**src/rtl/control_desplazamiento.sv**
```systemverilog
// Sequencer for a universal shift register: accepts load/shift/rotate commands
// over valid/ready, drives the shared modo bus and the serial input, then pulses done.
module control_desplazamiento #(
  parameter int         WIDTH      = 4,
  parameter int         CNT_W      = 4,
  parameter logic [1:0] MODO_HOLD  = 2'b00,
  parameter logic [1:0] MODO_DER   = 2'b01,
  parameter logic [1:0] MODO_IZQ   = 2'b10,
  parameter logic [1:0] MODO_CARGA = 2'b11
) (
  input  logic             clk,
  input  logic             reset,
  input  logic             cmd_valid,
  output logic             cmd_ready,
  input  logic [1:0]       cmd_op,
  input  logic [CNT_W-1:0] cmd_cnt,
  input  logic [WIDTH-1:0] cmd_serial,
  input  logic             q_lsb,
  output logic [1:0]       modo,
  output logic             s_in,
  output logic             busy,
  output logic             done
);

  localparam int               PTR_W    = (WIDTH > 1) ? $clog2(WIDTH) : 1;
  localparam logic [PTR_W-1:0] PTR_LAST = PTR_W'(WIDTH - 1);
  localparam logic [PTR_W-1:0] PTR_ONE  = PTR_W'(1);
  localparam logic [CNT_W-1:0] CNT_ONE  = CNT_W'(1);

  localparam logic [1:0] OP_CARGA = 2'b00;
  localparam logic [1:0] OP_IZQ   = 2'b10;
  localparam logic [1:0] OP_ROT   = 2'b11;

  typedef enum logic [1:0] {
    IDLE  = 2'b00,
    CARGA = 2'b01,
    SHIFT = 2'b10,
    FIN   = 2'b11
  } state_t;

  state_t state_q, state_d;

  logic [1:0]       modo_q, modo_d;
  logic             s_in_q, s_in_d;
  logic             busy_q, busy_d;
  logic             done_q, done_d;

  logic [1:0]       op_q, op_d;
  logic [WIDTH-1:0] serial_q, serial_d;
  logic [CNT_W-1:0] rem_q, rem_d;
  logic [PTR_W-1:0] ptr_q, ptr_d;

  logic accept;

  assign cmd_ready = (state_q == IDLE) && !reset;
  assign accept    = cmd_valid && cmd_ready;

  // rem_q counts shifts still to issue, so a full-scale count never has to
  // represent cnt+1; ptr_q walks the serial pattern modulo WIDTH.
  always_comb begin
    state_d  = state_q;
    op_d     = op_q;
    serial_d = serial_q;
    rem_d    = rem_q;
    ptr_d    = ptr_q;

    case (state_q)
      IDLE: begin
        if (accept) begin
          op_d     = cmd_op;
          serial_d = cmd_serial;
          rem_d    = cmd_cnt;
          ptr_d    = '0;
          if (cmd_op == OP_CARGA) begin
            state_d = CARGA;
          end else if (cmd_cnt == '0) begin
            state_d = FIN;
          end else begin
            state_d = SHIFT;
          end
        end
      end
      CARGA: state_d = FIN;
      SHIFT: begin
        rem_d = rem_q - CNT_ONE;
        ptr_d = (ptr_q == PTR_LAST) ? '0 : ptr_q + PTR_ONE;
        if (rem_q == CNT_ONE) begin
          state_d = FIN;
        end
      end
      FIN:     state_d = IDLE;
      default: state_d = IDLE;
    endcase

    // Outputs are decoded from the next state so they come out of flops
    // aligned with the state they describe.
    modo_d = MODO_HOLD;
    s_in_d = 1'b0;
    case (state_d)
      CARGA: modo_d = MODO_CARGA;
      SHIFT: begin
        modo_d = (op_d == OP_IZQ) ? MODO_IZQ : MODO_DER;
        if (op_d != OP_ROT) begin
          s_in_d = serial_d[ptr_d];
        end
      end
      default: modo_d = MODO_HOLD;
    endcase
    busy_d = (state_d != IDLE);
    done_d = (state_d == FIN);
  end

  always_ff @(posedge clk) begin
    if (reset) begin
      state_q <= IDLE;
      modo_q  <= MODO_HOLD;
      s_in_q  <= 1'b0;
      busy_q  <= 1'b0;
      done_q  <= 1'b0;
    end else begin
      state_q <= state_d;
      modo_q  <= modo_d;
      s_in_q  <= s_in_d;
      busy_q  <= busy_d;
      done_q  <= done_d;
    end
  end

  // Command fields are only meaningful after an accept reloads them.
  always_ff @(posedge clk) begin
    op_q     <= op_d;
    serial_q <= serial_d;
    rem_q    <= rem_d;
    ptr_q    <= ptr_d;
  end

  assign modo = modo_q;
  assign busy = busy_q;
  assign done = done_q;
  // Rotation feeds bit 0 straight back so it tracks the register every cycle.
  assign s_in = ((state_q == SHIFT) && (op_q == OP_ROT)) ? q_lsb : s_in_q;

endmodule
```
**config.mk**
```make
export PLATFORM = sky130hd
export DESIGN_NAME = control_desplazamiento
export DESIGN_NICKNAME = d
export VERILOG_FILES = /design/src/rtl/control_desplazamiento.sv
export SDC_FILE = /design/constraint.sdc
export NUM_CORES = 1
export LEC_CHECK = 0
export BUFFER_PORTS_ARGS = -buffer_cell sky130_fd_sc_hd__clkbuf_2
export CORE_MARGIN = 1
export CORE_UTILIZATION = 35
export CTS_CLUSTER_DIAMETER = 30
export DETAILED_ROUTE_END_ITERATION = 7
export MAX_ROUTING_LAYER = met4
export SLEW_MARGIN = 10
export SYNTH_ARGS = -nofsm -noshare
export SYNTH_HDL_FRONTEND = slang
export SYNTH_SLANG_ARGS = --single-unit
```
**constraint.sdc**
```tcl
create_clock -name clk -period 2.82 [get_ports clk]
set_clock_uncertainty 0.1 [all_clocks]
set_input_delay 0.423 -clock clk [delete_from_list [all_inputs] [get_ports clk]]
set_output_delay 0.423 -clock clk [all_outputs]
set_load 0.03 [all_outputs]
```
==> results.md, run 1 <==
* Routed wire length at 1.820 mm
* Pwr Total at 0.001127 W
* Detailed Routing Iterations Pass 1 at 4
* Vias per cell at 5.019
* Final hold violations at 0
* Syn_area_per_cell at 9.523 um^2
* Routed wl met2 at 848 um
* Post-CTS Setup Inserts at 0
* Overflow after GRT at 0
* WP data arrival at 1.80 ns
* First-pass GRT wire length at 3.091 mm
* Min cycle time layout at 2.321 ns
* Fin. max-slew vios at 0
* Final period util at 0.8230
* Required time of the critical path at 2.30 ns
* Ranking of synthesized cells by area: dfxtp_1, ha_1, edfxtp_1
* Clk sink count at 19
* Antenna violations before repair at 0
* Peak supply drop at 0.3981 mV
* TritonCTS clock tree: built
* Iter 0 DRT Violations at 10
* Worst setup EP type: primary output
* CTS Buffer Depth at 2
* YS warnings at 0
* # hold bufs at CTS at 0
* Synth area leader: dfxtp_1
* Worst Slack Setup Final at 0.4992 ns
* Mapped Cells at 108
* Post-CTS sizing at 0
* Post-layout util at 0.4188
* Vias in the first global route at 734
* Port Buffers at 19
* Layout Nets at 153
* Leakage at 0.5483 nW
* Num rows at 19
* Synth Cell Area at 0.001028 mm^2
* Largest net degree at the start of global routing at 16
* Skew-Pair Late Insertion Delay at 0.29 ns
* Yosys reg bits at 19
* Sequential share of the synthesized area at 0.4088
* I/O Pins at 20
* Max cap viols at 0
* Die Ht at 56.21 um
* Ys flop type: dfxtp_1
* Initial core utilization at 0.3698
* Die width at 56.21 um
* GRT Resource Usage Total at 0.1281
* Relative slew slack at 0.6489
* WL met1 at 872 um
* Met3 wire length at 85 um
* H-Tree Level Count at 1
* Die ar. at 0.003160 mm^2
* Final setup violation count at 0
* ANT nets after route at 0
* Final setup TNS at 0 ns
* WS Path Type: flip-flop to primary output
* RSZ-0062 raised after global routing: no
* Post-synth top area share at 0.2920
* Clk root buf: clkbuf_4
* Synthesized Nets at 133
* Worst-path clk slew at 0.11 ns
* Worst-Margin Slew at 0.5222 ns
* Drt wl/cell at 11.52 um
* Ys async rst share at 0
* Via count at 793
* DRC Markers at 0
* DPL Wire Length at 1.416 mm
* Share of cells above drive strength 1 at 0.2205
* N_diodes at 0
* Core box area at 0.002781 mm^2
* GP Congestion at 0.7942
* Startpoint types: flip-flop
* Netlist cell types at 32
* Place WS at 0.5530 ns
* Top sig layer: met4
* Post-synth EDFFs at 4
* Top fanout value on the critical path at 12
* PwrDens at 967.8 mW/mm^2
* Max frequency at 430.9 MHz
* CTS Buf Count at 3
* Area grow syn2layout at 13.26%
* HP Class: primary input to flip-flop
* Run status: complete, no violations
-- kinds of logic (layout without fill, tap and decap cells) --
family | Yosys count | after routing | synth area share
XOR/XNOR | 2 | 2 | 0.01703
buffers and inverters | 13 | 32 | 0.05596
flip-flops | 19 | 19 | 0.4088
adder cells (fa/ha/maj) | 11 | 11 | 0.1338
AND/OR/NAND/NOR | 39 | 39 | 0.1983
multiplexers | 6 | 6 | 0.06204
AO/OA/AOI/OAI | 18 | 18 | 0.1241
-- sequential cells by signal (all words and copies together) (netlist names) --
name / count
rem_q: 4
done: 1
state_q: 2
busy: 1
serial_q: 4
modo: 2
op_q: 2
s_in_q: 1
ptr_q: 2
-- path summary, 6_finish.rpt --
| check | slack (ns) | from | to | cells past startpoint |
|---|---|---|---|---|
| max | 0.50 | state_q[0] | s_in | 5 |
| min | 0.23 | cmd_serial[2] | serial_q[2] | 3 |
| max reg2reg | 0.53 | state_q[0] | modo[0] | 7 |
| min reg2reg | 0.36 | serial_q[3] | serial_q[3] | 2 |
-- critical path: stages, from the launching register on --
cell and delay, ns:
dfxtp_1 0.35, inv_1 0.12, ha_1 0.41, nand3_1 0.15
mux2_2 0.29, clkbuf_2 0.18
-- cell type report --
type                            count  area (um^2)
Fill cell                         283         1617
Multi-Input combinational cell     76        550.5
Sequential cell                    19        420.4
Timing Repair Buffer               19        95.09
Tap cell                           31        38.79
Inverter                            9        33.78
Clock buffer                        4        26.28
-- power by group --
part	internal (W)	switching (W)	leakage (nW)
Clock	0.0000550	0.0000822	0.0150
Sequential	0.000389	0.0000554	0.161
Combinational	0.000224	0.000322	0.372
Total	0.000668	0.000459	0.548
-- cell usage in the layout, fill, tap and decap left out, types with 2 or more instances in the layout --
cell	netlist	final
nor3_1	2	2
ha_1	11	11
a21oi_1	6	6
clkbuf_4	0	3
o211ai_1	2	2
mux2i_1	3	3
nand2_1	14	14
edfxtp_1	4	4
nor2b_1	3	3
nand2b_1	2	2
xnor2_1	2	2
dfxtp_1	15	15
nand3_1	3	3
inv_1	9	9
o21ai_0	4	4
mux2_2	3	3
clkbuf_2	0	19
nor2_1	8	8
-- synth_stat cells, drive strengths merged, types with 3 or more instances --
cell type / n
nand3: 3
o21ai: 4
edfxtp: 4
inv: 9
nor2b: 3
mux2: 3
nand2: 14
mux2i: 3
a21oi: 7
ha: 11
nor2: 8
dfxtp: 15
-- through the flow --
step	instances	instance area, um^2	hold slack [ns]
finish	158	1165	0.2332
global route	158	1165	0.2513
CTS	158	1165	0.2359
detailed placement	154	1139	0.3380
global placement	154	1139	0.3246
floorplan	108	1028	0.3125
-- metal layers --
layer,global-route usage,vias to the layer above
li1,-,405
met1,0.1633,364
met2,0.1956,22
met3,0.03023,2
met4,0.05226,0
met5,-,-
Power figures use the tool's default switching activity.
==> inputs of run 2 (changes only) <==
Clock period 2.82 ns to 1.9 ns, I/O delays scaled along.
==> run 2 against run 1 <==
Net effect: combinational power grew 110%; sequential power up 52%; sequential share of layout area is 4.6 points lower; critical path depth up 2; flip-flop and latch count unchanged; total power increased by 78%; core utilization is 6.6 points higher; first-iteration DRC count up 140%; register-to-register slack got worse by 0.48 ns; design area rose by 16%; non-clock buffer count up 12; largest power group unchanged.
==> results.md, run 2 (same netlist as run 1, synthesis figures left out) <==
* GRT met2 Usage at 0.2347
* Layout Nets at 165
* Relative slew slack at 0.7505
* ANT nets after route at 0
* Final period util at 0.9735
* Top fanout value on the critical path at 3
* Leakage at 0.6124 nW
* Switching share of power at 0.3976
* End of the worst register-to-register path: modo[0]
* Switching power of the nets at 0.0007999 W
* Grt peak-use layer: met2
* Placed Area at 0.001224 mm^2
* Proportion of power drawn by flip-flops and latches at 0.336
* Cell area after layout at 0.001349 mm^2
* Clk root buf: clkbuf_4
* Area grow syn2layout at 31.14%
* Logic pwr share at 0.562
* Overflow after GRT at 0
* Routed wire length at 1.989 mm
* Final setup violation count at 0
* Iter 0 DRT Violations at 24
* WS Path Type: flip-flop to flip-flop
* Pwr Total at 0.002012 W
* Met1 Track Usage GR at 0.1691
* Core box area at 0.002781 mm^2
* Max stage delay on crit path at 0.41 ns
* Commonest non-fill, non-tap cells in the layout: clkbuf_2, nand2_1, dfxtp_1
* Hold Path Origin: cmd_serial[2]
* Vias in the first global route at 835
* # hold bufs at CTS at 0
* Worst setup EP type: flip-flop
* Worst Reg-to-Reg Cells at 7
* I/O Pins at 20
* Skew-Pair Late Insertion Delay at 0.29 ns
* Drt wl/cell at 11.70 um
* Biggest regs: rem_q (4), serial_q (4)
* WP data arrival at 1.97 ns
* Max frequency at 540.6 MHz
* Via count at 835
* R2r setup slk at 0.05 ns
* H-Tree Level Count at 1
* Min cycle time layout at 1.850 ns
* Startpoint types: flip-flop
* Initial core utilization at 0.3698
* Worst r2r src: rem_q[0]
* N_diodes at 0
* Internal power at 0.001212 W
* Antenna violations before repair at 0
* Max cap viols at 0
* Worst-path clk slew at 0.11 ns
* First-pass GRT wire length at 3.401 mm
* Die width at 56.21 um
* RSZ-0062 raised after global routing: yes
* Post-layout util at 0.4849
* Worst Hold End: serial_q[2]
* CTS Buf Count at 3
* CP max-delay cell: edfxtp_1
* Worst-Margin Slew at 0.3735 ns
* Num rows at 19
* Die ar. at 0.003160 mm^2
* DRC Markers at 0
* PwrDens at 1492 mW/mm^2
* Die Ht at 56.21 um
* Run status: complete, no violations
* GP Congestion at 0.7595
* CP dominant cell by count: ha_2
* Peak supply drop at 0.7341 mV
* Port Buffers at 19
* Met3 Track Usage GR at 0.02093
* CP delay by family, top: compound AO/OA/AOI/OAI gates
* Vias per cell at 4.912
* HP Class: primary input to flip-flop
* Critical Path Source: rem_q[0]
* CTS Buffer Depth at 2
* Fin. max-slew vios at 0
* GRT Resource Usage Total at 0.1411
* Worst hold path depth at 3
* Commonest non-fill, non-tap cell in the layout: clkbuf_2
* Clock network fraction of design power at 0.102
* Critical-path cell list: ha_2 > a21oi_2 > nor2b_1 > o31ai_2 > ha_2 > o211ai_1 > a211oi_2
* Largest net degree at the start of global routing at 11
* DPL Wire Length at 1.532 mm
* Levels on crit path at 7
* Final hold violations at 0
* CP bufs+invs at 0
* Share of cells above drive strength 1 at 0.4101
* TritonCTS clock tree: built
* # fillers at 277
* Clk sink count at 19
* Required time of the critical path at 2.02 ns
* Detailed Routing Iterations Pass 1 at 4
## run 2: cell count changes in the layout (fill, tap and decap cells not counted), sizes merged
cell / change
buf: +13
clkbuf: -1
## run 2: through the flow
stage / worst slack [ns] / cells / hold WS, ns / TNS (ns)
6_report: 0.05028 / 170 / 0.08365 / 0
5_1_grt: -0.04454 / 170 / 0.09910 / -0.05422
4_1_cts: -0.01744 / 168 / 0.07998 / -0.03093
3_5_place_dp: -0.01598 / 162 / 0.3316 / -0.01598
3_3_place_gp: 0.05246 / 162 / 0.3228 / 0
2_1_floorplan: 0.01567 / 108 / 0.2840 / 0
## run 2: power groups by stage
stage	registers [W]	logic (W)	clock network [W]
detailed placement	0.000672	0.000956	0
finish	0.000676	0.00113	0.000205
global placement	0.000662	0.000931	0
floorplan	0.000710	0.000667	0
CTS	0.000663	0.00102	0.000216
global route	0.000696	0.00128	0.000231
## run 2: worst max-delay path by stage
stage	end	slack, ns
after detailed placement	modo[0]	-0.02
after global placement	modo[0]	0.05
after floorplan	modo[0]	0.02
after global routing	modo[0]	-0.04
final	modo[0]	0.05
after CTS	modo[1]	-0.02
## run 2: layer usage
layer	share of wire	up-vias
met5	0	-
met4	0.011	0
met3	0.035	2
met2	0.49	14
met1	0.46	388
li1	-	431
## run 2: layout make-up
class | count | area, um^2 | share of cell area
multi-input combinational | 76 | 624.3 | 0.4629
clock buffer | 4 | 26.28 | 0.01948
sequential | 19 | 425.4 | 0.3154
inverter | 9 | 38.79 | 0.02876
tap | 31 | 38.79 | 0.02876
timing repair buffer | 31 | 195.2 | 0.1447
## run 2: repair_timing
| action | in CTS | in global routing |
|---|---|---|
| setup endpoints to repair | 3 | 5 |
| endpoints found under the hold margin | 0 | 0 |
| cloned | 0 | 0 |
| buffers inserted | 2 | 2 |
| resized for setup | 3 | 17 |
| pin swaps | 2 | 6 |
## run 2: worst min-delay path, stage by stage
cell,delay (ns)
clkbuf_2,0.07
nand2_1,0.05
nand2_1,0.05
==> inputs of run 3 (changes only) <==
Settings changed: CORE_ASPECT_RATIO from default to 1.5, TNS_END_PERCENT from default to 1.
==> run 3 against run 2 <==
Net effect: sequential power decreased by 0.9%; largest power group unchanged; sequential share of layout area increased by 0.12 points; design area decreased by 0.37%; first-iteration DRC count decreased by 67%; fmax increased by 0.66%; worst hold slack improved by 0.051 ns; global-route usage increased by 0.41 points; flip-flop and latch count unchanged; highest routed layer unchanged; combinational power about the same; cell count increased by 2.9%; register-to-register slack about the same.
==> results.md, run 3 (same netlist as run 1, synthesis figures left out) <==
* Largest net degree at the start of global routing at 11
* N_diodes at 0
* Biggest regs: rem_q (4), serial_q (4)
* Die width at 46.26 um
* Die Ht at 68.39 um
* Startpoint types: flip-flop
* WP data arrival at 1.92 ns
* Run status: complete, no violations
* Worst-path clk slew at 0.07 ns
* HP Class: primary input to flip-flop
* Leakage at 0.6142 nW
* Final hold violations at 0
* Area grow syn2layout at 30.66%
* Initial core utilization at 0.3762
* Worst Slack Setup Final at 0.06232 ns
* DRC Markers at 0
* Post-layout util at 0.4915
* Max frequency at 544.2 MHz
* Final setup TNS at 0 ns
* Iter 0 DRT Violations at 8
* GP Congestion at 0.7863
* CP dominant cell by count: ha_4
* Peak supply drop at 0.7846 mV
* Vias in the first global route at 772
* Worst setup EP type: flip-flop
* PwrDens at 1525 mW/mm^2
* Detailed Routing Iterations Pass 1 at 4
* Clk root buf: clkbuf_8
* Drt wl/cell at 11.80 um
* Pwr Total at 0.002049 W
* Worst-Margin Slew at 0.3439 ns
* Min cycle time layout at 1.838 ns
* ANT nets after route at 0
* Vias per cell at 4.686
* Required time of the critical path at 1.99 ns
* H-Tree Level Count at 1
* Place WS at 0.02523 ns
* Core box area at 0.002734 mm^2
* Final period util at 0.9672
* # hold bufs at CTS at 0
* Die ar. at 0.003164 mm^2
* Max cap viols at 0
* Routed wire length at 2.065 mm
* Final setup violation count at 0
* WS Path Type: flip-flop to flip-flop
* Num rows at 23
* GRT Resource Usage Total at 0.1452
* Overflow after GRT at 0
* R2r setup slk at 0.06 ns
* Commonest non-fill, non-tap cells in the layout: clkbuf_2, nand2_1, dfxtp_1
* DPL Wire Length at 1.602 mm
* Relative slew slack at 0.7703
* Critical-path cell list: inv_4 > ha_4 > and3b_2 > o21ai_1 > o211ai_1 > o31ai_2 > inv_1 > ha_4 > nor3_2
* Via count at 820
* Skew-Pair Late Insertion Delay at 0.26 ns
* Share of cells above drive strength 1 at 0.3768
* Clk sink count at 19
* Layout Nets at 164
* Port Buffers at 19
* TritonCTS clock tree: built
* I/O Pins at 20
* First-pass GRT wire length at 3.160 mm
* Fin. max-slew vios at 0
* Antenna violations before repair at 0
* CP max-delay cell: dfxtp_4
* CTS Buffer Depth at 2
* Top fanout value on the critical path at 4
* CTS Buf Count at 3
* Max stage delay on crit path at 0.38 ns
* Commonest non-fill, non-tap cell in the layout: clkbuf_2
## run 3: cell types whose count changed in the layout (fill, tap and decap cells not counted), moves of 2 or more
cell and change:
ha_2 -2, buf_6 -2, ha_1 +2, clkbuf_8 +3, clkbuf_4 -3
## run 3: repair_timing
| item | 4_1_cts | 5_1_grt |
|---|---|---|
| resized for setup | 0 | 11 |
| hold endpoints to repair | 0 | 0 |
| endpoints found under the setup margin | 0 | 4 |
| setup buffers | 0 | 3 |
## run 3: final timing paths
kind | start | end | cells past startpoint
max | state_q[1] | modo[1] | 9
min | cmd_serial[3] | serial_q[3] | 3
max reg2reg | state_q[1] | modo[1] | 9
min reg2reg | serial_q[2] | serial_q[2] | 2
## run 3: power breakdown
group / switching [W] / total, W / internal [W] / leakage [nW]
clock: 0.000133 / 0.000282 / 0.000149 / 0.0228
combinational: 0.000585 / 0.00110 / 0.000512 / 0.429
sequential: 0.0000842 / 0.000670 / 0.000586 / 0.163
total: 0.000802 / 0.00205 / 0.00125 / 0.614
## run 3: through the flow
stage | hold WS (ns) | cells | instance area, um^2
detailed placement | 0.3280 | 168 | 1231
floorplan | 0.2840 | 108 | 1067
global placement | 0.3234 | 168 | 1231
global route | 0.1520 | 175 | 1344
CTS | 0.1339 | 172 | 1276
finish | 0.1348 | 175 | 1344
## run 3: cell type report
type / instances / area (um^2)
Multi-Input combinational cell: 76 / 610.6
Timing Repair Buffer: 30 / 177.7
Inverter: 9 / 38.79
Tap cell: 37 / 46.29
Clock buffer: 4 / 45.04
Fill cell: 261 / 1390
Sequential cell: 19 / 425.4
## run 3: per-layer routing
metal / GRT usage / wire, um / vias to the layer above
met5: - / 0 / -
met4: 0.08824 / 49 / 0
met3: 0.01847 / 62 / 5
met2: 0.2518 / 1121 / 14
met1: 0.1500 / 831 / 376
li1: - / - / 425
## run 3: worst max-delay path, delay by kind of cell (launching register included)
family / cells / cell delay, ns
compound gates: 3 / 0.30
buf+inv: 2 / 0.19
simple gates: 2 / 0.37
fa+ha+maj: 2 / 0.44
flops: 1 / 0.38
